## src/rtl/soc_bus_fabric_pkg.sv

```systemverilog
// Shared definitions for the SoC bus fabric: wait-state FSM encoding,
// read-source selection and control-page register map.
package soc_bus_fabric_pkg;

  typedef enum logic [1:0] {
    FSM_IDLE    = 2'd0,
    FSM_WAIT    = 2'd1,
    FSM_STRETCH = 2'd2,
    FSM_DONE    = 2'd3
  } fsm_state_e;

  typedef enum logic [2:0] {
    SRC_UNMAPPED = 3'd0,
    SRC_RAM      = 3'd1,
    SRC_ROM      = 3'd2,
    SRC_SLOT     = 3'd3,
    SRC_CTRL     = 3'd4
  } src_e;

  localparam logic [5:0] CTRL_SUBPAGE = 6'd63;

  localparam logic [5:0] REG_STATUS = 6'd0;
  localparam logic [5:0] REG_MASK   = 6'd1;
  localparam logic [5:0] REG_ERR    = 6'd2;

  localparam logic [7:0] UNMAPPED_RD = 8'hFF;

  // Layout of the ERR register as seen by the CPU.
  function automatic logic [7:0] err_reg_value(input logic err, input logic [2:0] slot);
    return {err, 4'b0000, slot};
  endfunction

endpackage

```

## src/rtl/soc_bus_waitgen.sv

```systemverilog
// Slot-access wait/stretch sequencer: fixed wait cycles, then a ready-or-timeout
// stretch phase, then a single completing cycle.
module soc_bus_waitgen
  import soc_bus_fabric_pkg::*;
#(
  parameter int TIMEOUT = 64
) (
  input  logic       clk,
  input  logic       reset_n,
  input  logic       req,
  input  logic [3:0] wait_cycles,
  input  logic       slot_ready,
  output logic       stall,
  output logic       complete,
  output logic       timed_out
);

  localparam int SW = $clog2(TIMEOUT + 1);
  localparam logic [SW-1:0] TO_LAST = SW'(TIMEOUT - 1);

  localparam logic [1:0] ST_IDLE    = FSM_IDLE;
  localparam logic [1:0] ST_WAIT    = FSM_WAIT;
  localparam logic [1:0] ST_STRETCH = FSM_STRETCH;
  localparam logic [1:0] ST_DONE    = FSM_DONE;

  logic [1:0]    state_q;
  logic [1:0]    state_d;
  logic [3:0]    wait_cnt;
  logic [SW-1:0] stretch_cnt;
  logic          to_q;
  logic          zero_wait;

  assign zero_wait = (wait_cycles == 4'd0) && slot_ready;
  assign timed_out = (state_q == ST_DONE) && to_q;

  // The decode (IDLE) cycle already counts as the first wait cycle.
  always_comb begin
    state_d  = state_q;
    stall    = 1'b0;
    complete = 1'b0;
    case (state_q)
      ST_IDLE: begin
        if (req) begin
          if (zero_wait) begin
            complete = 1'b1;
          end else begin
            stall   = 1'b1;
            state_d = (wait_cycles > 4'd1) ? ST_WAIT : ST_STRETCH;
          end
        end
      end
      ST_WAIT: begin
        stall = req;
        if (!req) begin
          state_d = ST_IDLE;
        end else if (wait_cnt == 4'd1) begin
          state_d = ST_STRETCH;
        end
      end
      ST_STRETCH: begin
        stall = req;
        if (!req) begin
          state_d = ST_IDLE;
        end else if (slot_ready || (stretch_cnt == TO_LAST)) begin
          state_d = ST_DONE;
        end
      end
      ST_DONE: begin
        complete = 1'b1;
        state_d  = ST_IDLE;
      end
      default: state_d = ST_IDLE;
    endcase
  end

  always_ff @(posedge clk) begin
    if (!reset_n) begin
      state_q     <= ST_IDLE;
      wait_cnt    <= 4'd0;
      stretch_cnt <= '0;
      to_q        <= 1'b0;
    end else begin
      state_q <= state_d;
      case (state_q)
        ST_IDLE: begin
          wait_cnt    <= (wait_cycles == 4'd0) ? 4'd0 : wait_cycles - 4'd1;
          stretch_cnt <= '0;
          to_q        <= 1'b0;
        end
        ST_WAIT: wait_cnt <= wait_cnt - 4'd1;
        ST_STRETCH: begin
          if (!slot_ready) begin
            if (stretch_cnt == TO_LAST) begin
              to_q <= 1'b1;
            end else begin
              stretch_cnt <= stretch_cnt + 1'b1;
            end
          end
        end
        default: ;
      endcase
    end
  end

endmodule

```

## src/rtl/soc_bus_fabric.sv

```systemverilog
// CPU bus fabric: RAM/ROM/IO address decode, peripheral slot handshaking with
// wait states and timeout, control-page registers and interrupt combining.
module soc_bus_fabric
  import soc_bus_fabric_pkg::*;
#(
  parameter int                 AW       = 16,
  parameter int                 NSLOT    = 4,
  parameter logic [AW-13:0]     IOPAGE   = 'hd,
  parameter logic [AW-13:0]     ROMPAGE1 = 'he,
  parameter logic [AW-13:0]     ROMPAGE2 = 'hf,
  parameter logic [4*NSLOT-1:0] WAIT_CFG = '0,
  parameter int                 TIMEOUT  = 64
) (
  input  logic               clk,
  input  logic               reset_n,
  input  logic [AW-1:0]      cpu_ab,
  input  logic [7:0]         cpu_do,
  input  logic               cpu_we_n,
  output logic [7:0]         cpu_di,
  output logic               cpu_rdy,
  output logic               cpu_irq_n,
  input  logic               ext_irq_n,
  output logic               ram_we_n,
  input  logic [7:0]         ram_di,
  input  logic [7:0]         rom_di,
  output logic [NSLOT-1:0]   slot_cs_n,
  output logic               slot_we_n,
  input  logic [8*NSLOT-1:0] slot_di,
  input  logic [NSLOT-1:0]   slot_rdy,
  input  logic [NSLOT-1:0]   slot_irq_n
);

  localparam logic [5:0] NSLOT_W = 6'(NSLOT);

  logic [AW-13:0] page;
  logic [5:0]     sub_page;
  logic [5:0]     reg_off;
  logic [2:0]     slot_idx;
  logic           rom_hit;
  logic           io_hit;
  logic           ram_hit;
  logic           slot_hit;
  logic           ctrl_hit;
  logic           ctrl_wr;

  logic [3:0]     sel_wait;
  logic           sel_rdy;
  logic [7:0]     sel_di;

  logic           stall;
  logic           complete;
  logic           timed_out;

  src_e           src_d;
  src_e           src_q;
  logic [7:0]     slot_data_q;
  logic [7:0]     ctrl_q;
  logic [7:0]     ctrl_rd;
  logic [7:0]     status8;
  logic [7:0]     mask_q;
  logic           err_q;
  logic [2:0]     errslot_q;
  logic           irq_q;

  assign page     = cpu_ab[AW-1:12];
  assign sub_page = cpu_ab[11:6];
  assign reg_off  = cpu_ab[5:0];
  assign slot_idx = sub_page[2:0];

  assign rom_hit  = (page == ROMPAGE1) || (page == ROMPAGE2);
  assign io_hit   = !rom_hit && (page == IOPAGE);
  assign ram_hit  = !rom_hit && !io_hit;
  assign slot_hit = io_hit && (sub_page < NSLOT_W);
  assign ctrl_hit = io_hit && (sub_page == CTRL_SUBPAGE);
  assign ctrl_wr  = ctrl_hit && !cpu_we_n;

  always_comb begin
    sel_wait = 4'd0;
    sel_rdy  = 1'b0;
    sel_di   = UNMAPPED_RD;
    for (int k = 0; k < NSLOT; k++) begin
      if (slot_idx == 3'(k)) begin
        sel_wait = WAIT_CFG[4*k +: 4];
        sel_rdy  = slot_rdy[k];
        sel_di   = slot_di[8*k +: 8];
      end
    end
  end

  soc_bus_waitgen #(
    .TIMEOUT (TIMEOUT)
  ) u_waitgen (
    .clk         (clk),
    .reset_n     (reset_n),
    .req         (slot_hit),
    .wait_cycles (sel_wait),
    .slot_ready  (sel_rdy),
    .stall       (stall),
    .complete    (complete),
    .timed_out   (timed_out)
  );

  // Strobes and selects are forced inactive while reset is held so an
  // in-flight access cannot leak a write.
  assign cpu_rdy   = !reset_n || !stall;
  assign ram_we_n  = !(reset_n && ram_hit && !cpu_we_n);
  assign slot_we_n = !(reset_n && slot_hit && complete && !cpu_we_n);

  always_comb begin
    slot_cs_n = '1;
    for (int k = 0; k < NSLOT; k++) begin
      if (reset_n && slot_hit && (slot_idx == 3'(k))) begin
        slot_cs_n[k] = 1'b0;
      end
    end
  end

  always_comb begin
    status8              = 8'h00;
    status8[NSLOT-1:0]   = ~slot_irq_n;
    case (reg_off)
      REG_STATUS: ctrl_rd = status8;
      REG_MASK:   ctrl_rd = mask_q;
      REG_ERR:    ctrl_rd = err_reg_value(err_q, errslot_q);
      default:    ctrl_rd = UNMAPPED_RD;
    endcase
  end

  always_comb begin
    if (rom_hit)       src_d = SRC_ROM;
    else if (ram_hit)  src_d = SRC_RAM;
    else if (slot_hit) src_d = SRC_SLOT;
    else if (ctrl_hit) src_d = SRC_CTRL;
    else               src_d = SRC_UNMAPPED;
  end

  always_ff @(posedge clk) begin
    if (!reset_n) begin
      src_q       <= SRC_UNMAPPED;
      slot_data_q <= UNMAPPED_RD;
      ctrl_q      <= UNMAPPED_RD;
    end else begin
      src_q       <= src_d;
      slot_data_q <= timed_out ? UNMAPPED_RD : sel_di;
      ctrl_q      <= ctrl_rd;
    end
  end

  // A timeout landing in the same cycle as an ERR write wins, so it is never lost.
  always_ff @(posedge clk) begin
    if (!reset_n) begin
      mask_q    <= 8'h00;
      err_q     <= 1'b0;
      errslot_q <= 3'd0;
    end else begin
      if (ctrl_wr && (reg_off == REG_MASK)) begin
        mask_q <= cpu_do;
      end
      if (ctrl_wr && (reg_off == REG_ERR)) begin
        err_q     <= 1'b0;
        errslot_q <= 3'd0;
      end
      if (slot_hit && complete && timed_out) begin
        err_q     <= 1'b1;
        errslot_q <= slot_idx;
      end
    end
  end

  always_ff @(posedge clk) begin
    if (!reset_n) begin
      irq_q <= 1'b1;
    end else begin
      irq_q <= ext_irq_n && !(|(~slot_irq_n & mask_q[NSLOT-1:0]));
    end
  end

  assign cpu_irq_n = irq_q;

  always_comb begin
    case (src_q)
      SRC_RAM:  cpu_di = ram_di;
      SRC_ROM:  cpu_di = rom_di;
      SRC_SLOT: cpu_di = slot_data_q;
      SRC_CTRL: cpu_di = ctrl_q;
      default:  cpu_di = UNMAPPED_RD;
    endcase
  end

endmodule

```

## config.mk

```make
export PLATFORM = sky130hd
export DESIGN_NAME = soc_bus_fabric
export DESIGN_NICKNAME = d
export VERILOG_FILES = /design/src/rtl/soc_bus_fabric_pkg.sv /design/src/rtl/soc_bus_waitgen.sv /design/src/rtl/soc_bus_fabric.sv
export SDC_FILE = /design/constraint.sdc
export NUM_CORES = 1
export LEC_CHECK = 0
export CELL_PAD_IN_SITES_DETAIL_PLACEMENT = 1
export CELL_PAD_IN_SITES_GLOBAL_PLACEMENT = 1
export CORE_ASPECT_RATIO = 0.9
export CORE_MARGIN = 2
export CORE_UTILIZATION = 45
export DETAILED_ROUTE_END_ITERATION = 12
export DONT_BUFFER_PORTS = 1
export PLACE_DENSITY = 0.9
export SKIP_LAST_GASP = 1
export SYNTH_ARGS = -nofsm -noshare
export SYNTH_HDL_FRONTEND = slang
export SYNTH_SLANG_ARGS = --single-unit
```

## constraint.sdc

```tcl
create_clock -name clk -period 4.7 [get_ports clk]
set_input_delay 0.705 -clock clk [delete_from_list [all_inputs] [get_ports clk]]
set_output_delay 0.705 -clock clk [all_outputs]
set_load 0.02 [all_outputs]
```

==> qor.yml, run 1 <==
worst_setup_path:
  startpoint_type: "input pin"
  endpoint_kind: "output pin"
  r2r_end: "u_waitgen.state_q[1]"
  worst-path-max-fanout: 11
  r2r_slack_ps: 2760
  crit_type: "in2out"
  worstReg2RegStart: "u_waitgen.stretch_cnt[0]"
  worstPathArrival_ps: 2320
  cp.required_ps: 3990
  rr_worst_depth: 6
clock_tree:
  cts_resized: 0
  htreeDepth: 2
  clock_latency_ps: 310
  clockBufferDepth: 2
  clk_pin_slew_worst_paths_ps: 90
  cts.sinks: 46
  cts_tree: "yes"
  cts_buffers: 5
  clock-root-buffer: "clkbuf_8"
  holdBufCountCts: 0
  postCtsSetupBuffers: 0
min_path:
  holdPathStages: 1
  hold_start: "mask_q[4]"
  hold_class: "reg2reg"
  whs_endpoint: "ctrl_q[4]"
layout:
  multi_input_area_um2: 1520
  stdcell_count: 361
  final_common_cell: "dfxtp_1"
  diodes: 0
  regArea_um2: 921
  final_area_um2: 2680
  layout.nets: 382
  syn_to_final_growth_pct: 4.79
  fill_cells: 676
  drive_above_1_share: 0.0481
  layout_common_cells: "dfxtp_1, nor2_1, mux2i_1"
yosys:
  synth_top_area_share: 0.360
  yosysTopAreaCell: "dfxtp_1"
  synth_warnings: 0
  synthFlopType: "dfxtp_1"
  synth_enable_flop_cells: 0
  avgSynthCellArea_um2: 8.59
  synth_area_leaders: "dfxtp_1, mux2i_1, a21oi_1, nor2_1, ha_1"
  synthArstFlopShare: 0
  synthesis.area_um2: 2560
  ys_types: 50
  netlist_instances: 298
  synth_sequential_area_ratio: 0.360
  ys_ff_latch: 46
  syn_nets: 390
floorplan:
  die_y_um: 75.6
  die_area_um2: 6310
  fp.coreArea_um2: 5600
  num_io_pins: 100
  start_util: 0.458
  die_w_um: 83.5
  row_count: 26
global_route:
  grt_overflow: 0
  grt_pass1_wl_um: 11000
  grtUsageTotal: 0.221
  antenna_found_initial: 0
  grt_max_degree: 23
  grt_pass1_vias: 2216
placed_design:
  dpl-instance-area_um2: 2570
  portBuffers: 0
  dpl.hpwl_um: 5360
  dp_cells: 353
  gp_congestion: 0.817
pwr:
  peakVddDrop_v: 0.000185
  powerDensity_nw_per_um2: 286
  p_leak_nw: 0.997
route:
  viasPerCell: 6.14
  wl_per_cell_um: 19.3
  drtIter0Drc: 69
  drt_wl_total_um: 6980
  route.detailed.drc: 0
  first_pass_iters: 4
  vias: 2217
  ant_nets: 0
timing:
  slew_viol_final: 0
  rsz0062_at_grt: "false"
  final_hold_viol_count: 0
  period_share: 0.645
  setup_viol: 0
  worst_pin_slew_ps: 775
  max_freq_ghz: 0.330
  slew_headroom: 0.478
  skew_ps: 7.44
  fin_crit_ps: 3030
  setup_tns_ps: 0
status:
  status: "complete, no violations"
job:
  maxCapViolCount: 0
-- critical path, cell delays in order --
cell and delay [ps]:
or4_4 560, nor2_2 460, nand2_4 120, or3_1 470
-- routing by layer --
layer  GRT usage  vias to the layer above  part of all wire
li1            -                     1062                 -
met1       0.257                     1078              0.43
met2       0.401                       66              0.49
met3      0.0628                       11             0.064
met4      0.0771                        0             0.016
met5           0                        -                 0
-- synth_stat cells, types with 5 or more instances --
master    number
nor3_1         5
nand2_1       23
or3_1          6
ha_1           8
o22a_1         8
a21o_1         5
a21oi_1       23
nor2b_1       10
dfxtp_1       46
clkbuf_1       9
o21ai_0       14
nor2_1        28
inv_1         12
o211ai_1       9
nand2b_1       5
mux2i_1       27
-- flip-flops by register name, indices dropped and copies added, names as in the netlist --
register	flops
u_waitgen.to_q	1
err_q	1
cpu_irq_n	1
src_q	3
mask_q	8
u_waitgen.wait_cnt	4
errslot_q	3
ctrl_q	8
slot_data_q	8
u_waitgen.stretch_cnt	7
u_waitgen.state_q	2
-- cell families (layout without fill, tap and decap cells) --
family                     after synthesis  after routing  share of synthesized area
AOI/OAI and AO/OA                       81             81                      0.220
xor gates and xnor gates                 1              1                    0.00342
adders and majority gates                8              8                     0.0391
buffers and inverters                   27             20                     0.0469
DFF                                     46             46                      0.360
muxes                                   28             28                      0.111
and+or+nand+nor                        107            107                      0.220
-- final cells by class --
| type | instances | area share |
|---|---|---|
| inverters | 12 | 0.0168 |
| clock buffers | 6 | 0.0270 |
| multi-input cells | 225 | 0.566 |
| well taps | 70 | 0.0326 |
| flip-flops and latches | 46 | 0.343 |
| clock inverters | 2 | 0.0140 |
-- how the worst max path moves through the flow --
| stage | startpoint | end | slack (ps) |
|---|---|---|---|
| 6_report | cpu_ab[11] | cpu_rdy | 1670 |
| 5_1_grt | cpu_ab[11] | slot_we_n | 1640 |
| 4_1_cts | cpu_ab[11] | cpu_rdy | 1690 |
| 3_5_place_dp | cpu_ab[11] | cpu_rdy | 1690 |
| 3_3_place_gp | cpu_ab[11] | cpu_rdy | 1750 |
| 2_1_floorplan | cpu_ab[11] | cpu_rdy | 1970 |
-- metrics by stage --
step | power, W | utilization | hold slack, ps | setup slack, ps
global placement | 0.000474 | 0.460 | 439 | 1750
CTS | 0.000773 | 0.480 | 480 | 1690
finish | 0.000768 | 0.480 | 473 | 1670
floorplan | 0.000471 | - | 426 | 1970
detailed placement | 0.000477 | 0.460 | 460 | 1690
global route | 0.000797 | 0.480 | 495 | 1640
-- report_power, final --
| part | internal (W) | switching (W) | leakage (nW) | total [W] |
|---|---|---|---|---|
| sequential | 0.000396 | 0.00000571 | 0.374 | 0.000402 |
| combinational | 0.0000283 | 0.0000384 | 0.572 | 0.0000666 |
| clock | 0.000159 | 0.000141 | 0.0514 | 0.000300 |
| total | 0.000583 | 0.000185 | 0.997 | 0.000768 |
Power figures use the tool's default switching activity.
==> inputs of run 2 (changes only) <==
--- a/config.mk
+++ b/config.mk
@@ -9,10 +9,10 @@
 export CELL_PAD_IN_SITES_GLOBAL_PLACEMENT = 1
 export CORE_ASPECT_RATIO = 0.9
 export CORE_MARGIN = 2
-export CORE_UTILIZATION = 45
+export CORE_UTILIZATION = 41
 export DETAILED_ROUTE_END_ITERATION = 12
 export DONT_BUFFER_PORTS = 1
-export PLACE_DENSITY = 0.9
+export PLACE_DENSITY = 0.87
 export SKIP_LAST_GASP = 1
 export SYNTH_ARGS = -nofsm -noshare
 export SYNTH_HDL_FRONTEND = slang
==> constraint.sdc (replaced) <==
create_clock -name clk -period 2.4 [get_ports clk]
set_input_delay 0.36 -clock clk [delete_from_list [all_inputs] [get_ports clk]]
set_output_delay 0.36 -clock clk [all_outputs]
set_load 0.02 [all_outputs]
==> qor.yml, run 2 (same netlist as run 1, synthesis figures left out) <==
floorplan:
  row_count: 27  # +3.8%
  start_util: 0.421  # -0.0365
  die_area_um2: 6900  # +9.2%
  fp.coreArea_um2: 6080  # +8.7%
  num_io_pins: 100  # unchanged
  die_y_um: 79.0  # +4.5%
  die_w_um: 87.3  # +4.5%
status:
  status: "complete, no violations"
placed_design:
  dp_cells: 360  # +2.0%
  gp_congestion: 0.841  # +3.0%
  portBuffers: 0  # unchanged
  dpl.hpwl_um: 5460  # +1.8%
timing:
  fin_crit_ps: 2140
  setup_viol: 0  # unchanged
  skew_ps: 8.22  # +0.774 ps
  final_hold_viol_count: 0  # unchanged
  setup_tns_ps: 0  # unchanged
  max_freq_ghz: 0.467
  slew_viol_final: 0  # unchanged
  period_share: 0.892
  worst_pin_slew_ps: 657  # -118 ps
  slew_headroom: 0.557  # +0.0793
  rsz0062_at_grt: "false"
worst_setup_path:
  worst_path_max_delay_cell: "dfxtp_1"
  crit_family: "flip-flops"
  cp.required_ps: 2040  # -1950 ps
  cpPeakStageDelay_ps: 470  # -90 ps
  endpoint_kind: "output pin"
  worst-path-max-fanout: 7  # -4
  startpoint_type: "register"
  worstPathArrival_ps: 1780  # -540 ps
  r2r_slack_ps: 550  # -2210 ps
  crit_type: "reg2out"
  worstPathBufferInverterCount: 3  # +3
  cp_common_cell: "inv_1"
  cp_cell_sequence: "inv_1 -> ha_1 -> inv_1 -> nor2_1 -> o21ai_0 -> buf_4"
route:
  route.detailed.drc: 0  # unchanged
  vias: 2218  # +0.045%
  first_pass_iters: 4  # unchanged
  drtIter0Drc: 73  # +5.8%
  wl_per_cell_um: 18.7  # -3.4%
  ant_nets: 0  # unchanged
  drt_wl_total_um: 6880  # -1.5%
  viasPerCell: 6.03  # -1.9%
clock_tree:
  clk_pin_slew_worst_paths_ps: 90  # about the same
  htreeDepth: 2  # unchanged
  postCtsSetupBuffers: 0  # unchanged
  holdBufCountCts: 0  # unchanged
  clock_latency_ps: 310  # about the same
  cts_resized: 0  # unchanged
  cts_buffers: 5  # unchanged
  clockBufferDepth: 2  # unchanged
  cts_tree: "yes"
  clock-root-buffer: "clkbuf_8"
  cts.sinks: 46  # unchanged
min_path:
  hold_class: "in2reg"
layout:
  final_common_cell: "dfxtp_1"
  diodes: 0  # unchanged
  largest_registers: "ctrl_q: 8 flops, mask_q: 8 flops, slot_data_q: 8 flops"
  stdcell_count: 368  # +1.9%
  layout.nets: 387  # +1.3%
  syn_to_final_growth_pct: 5.72
  drive_above_1_share: 0.0676  # +0.0195
  layout_common_cells: "dfxtp_1, nor2_1, mux2i_1"
global_route:
  grt_pass1_vias: 2139  # -3.5%
  antenna_found_initial: 0  # unchanged
  grt_overflow: 0  # unchanged
  grtUsageTotal: 0.196  # -0.0248
  grt_pass1_wl_um: 10600  # -3.5%
  grt_max_degree: 23  # unchanged
pwr:
  powerDensity_nw_per_um2: 522  # +82%
  p_leak_nw: 1.01  # +1.7%
  peakVddDrop_v: 0.000250  # +35%
job:
  maxCapViolCount: 0  # unchanged
run 2: worst register-to-register path, delay by kind of cell, from the launching register on:
family,cells,cell delay (ps)
AO/OA/AOI/OAI,3,810
AND/OR/NAND/NOR,2,370
adder cells (fa/ha/maj),1,190
flip-flops,1,410
run 2: layout make-up:
cell class | count | area, µm²
fill | 740 | 3370
multi-input combinational | 225 | 1520
sequential | 46 | 921
tap | 72 | 90.1
clock buffer | 5 | 68.8
inverter | 12 | 45.0
timing repair buffer | 5 | 37.5
clock inverter | 3 | 25.0
run 2: final timing paths:
| kind | cells after the start | start | to |
|---|---|---|---|
| max | 6 | u_waitgen.state_q[0] | slot_we_n |
| max reg2reg | 6 | u_waitgen.stretch_cnt[0] | u_waitgen.state_q[1] |
| min reg2reg | 2 | u_waitgen.stretch_cnt[6] | u_waitgen.stretch_cnt[6] |
| min | 1 | reset_n | cpu_irq_n |
run 2: metal layers:
metal / vias to the layer above / share of wire / GRT usage
li1: 1076 / - / -
met1: 1075 / 0.43 / 0.244
met2: 60 / 0.50 / 0.336
met3: 7 / 0.065 / 0.0593
met4: 0 / 0.0077 / 0.0369
met5: - / 0 / 0
run 2: where the power goes:
group          leakage, nW  switching, W  internal [W]  total, W
logic                0.596     0.0000742     0.0000573  0.000132
clock network       0.0447      0.000285      0.000210  0.000495
registers            0.374     0.0000114      0.000776  0.000787
run 2: through the flow:
stage	hold slack, ps	area (µm²)	power, W	utilization	setup WS, ps
after global routing	150	2710	0.00148	0.445	124
after floorplan	426	2560	0.000923	-	364
final	156	2710	0.00141	0.445	260
after detailed placement	446	2610	0.000937	0.430	365
after global placement	441	2610	0.000932	0.430	383
after CTS	147	2710	0.00143	0.445	268
==> inputs of run 3 (changes only) <==
--- a/config.mk
+++ b/config.mk
@@ -12,6 +12,7 @@
 export CORE_UTILIZATION = 41
 export DETAILED_ROUTE_END_ITERATION = 12
 export DONT_BUFFER_PORTS = 1
+export HOLD_SLACK_MARGIN = 0.12
 export PLACE_DENSITY = 0.87
 export SKIP_LAST_GASP = 1
 export SYNTH_ARGS = -nofsm -noshare
==> results of run 3 <==
No change in the layout: final DEF, timing and power equal those of run 2.
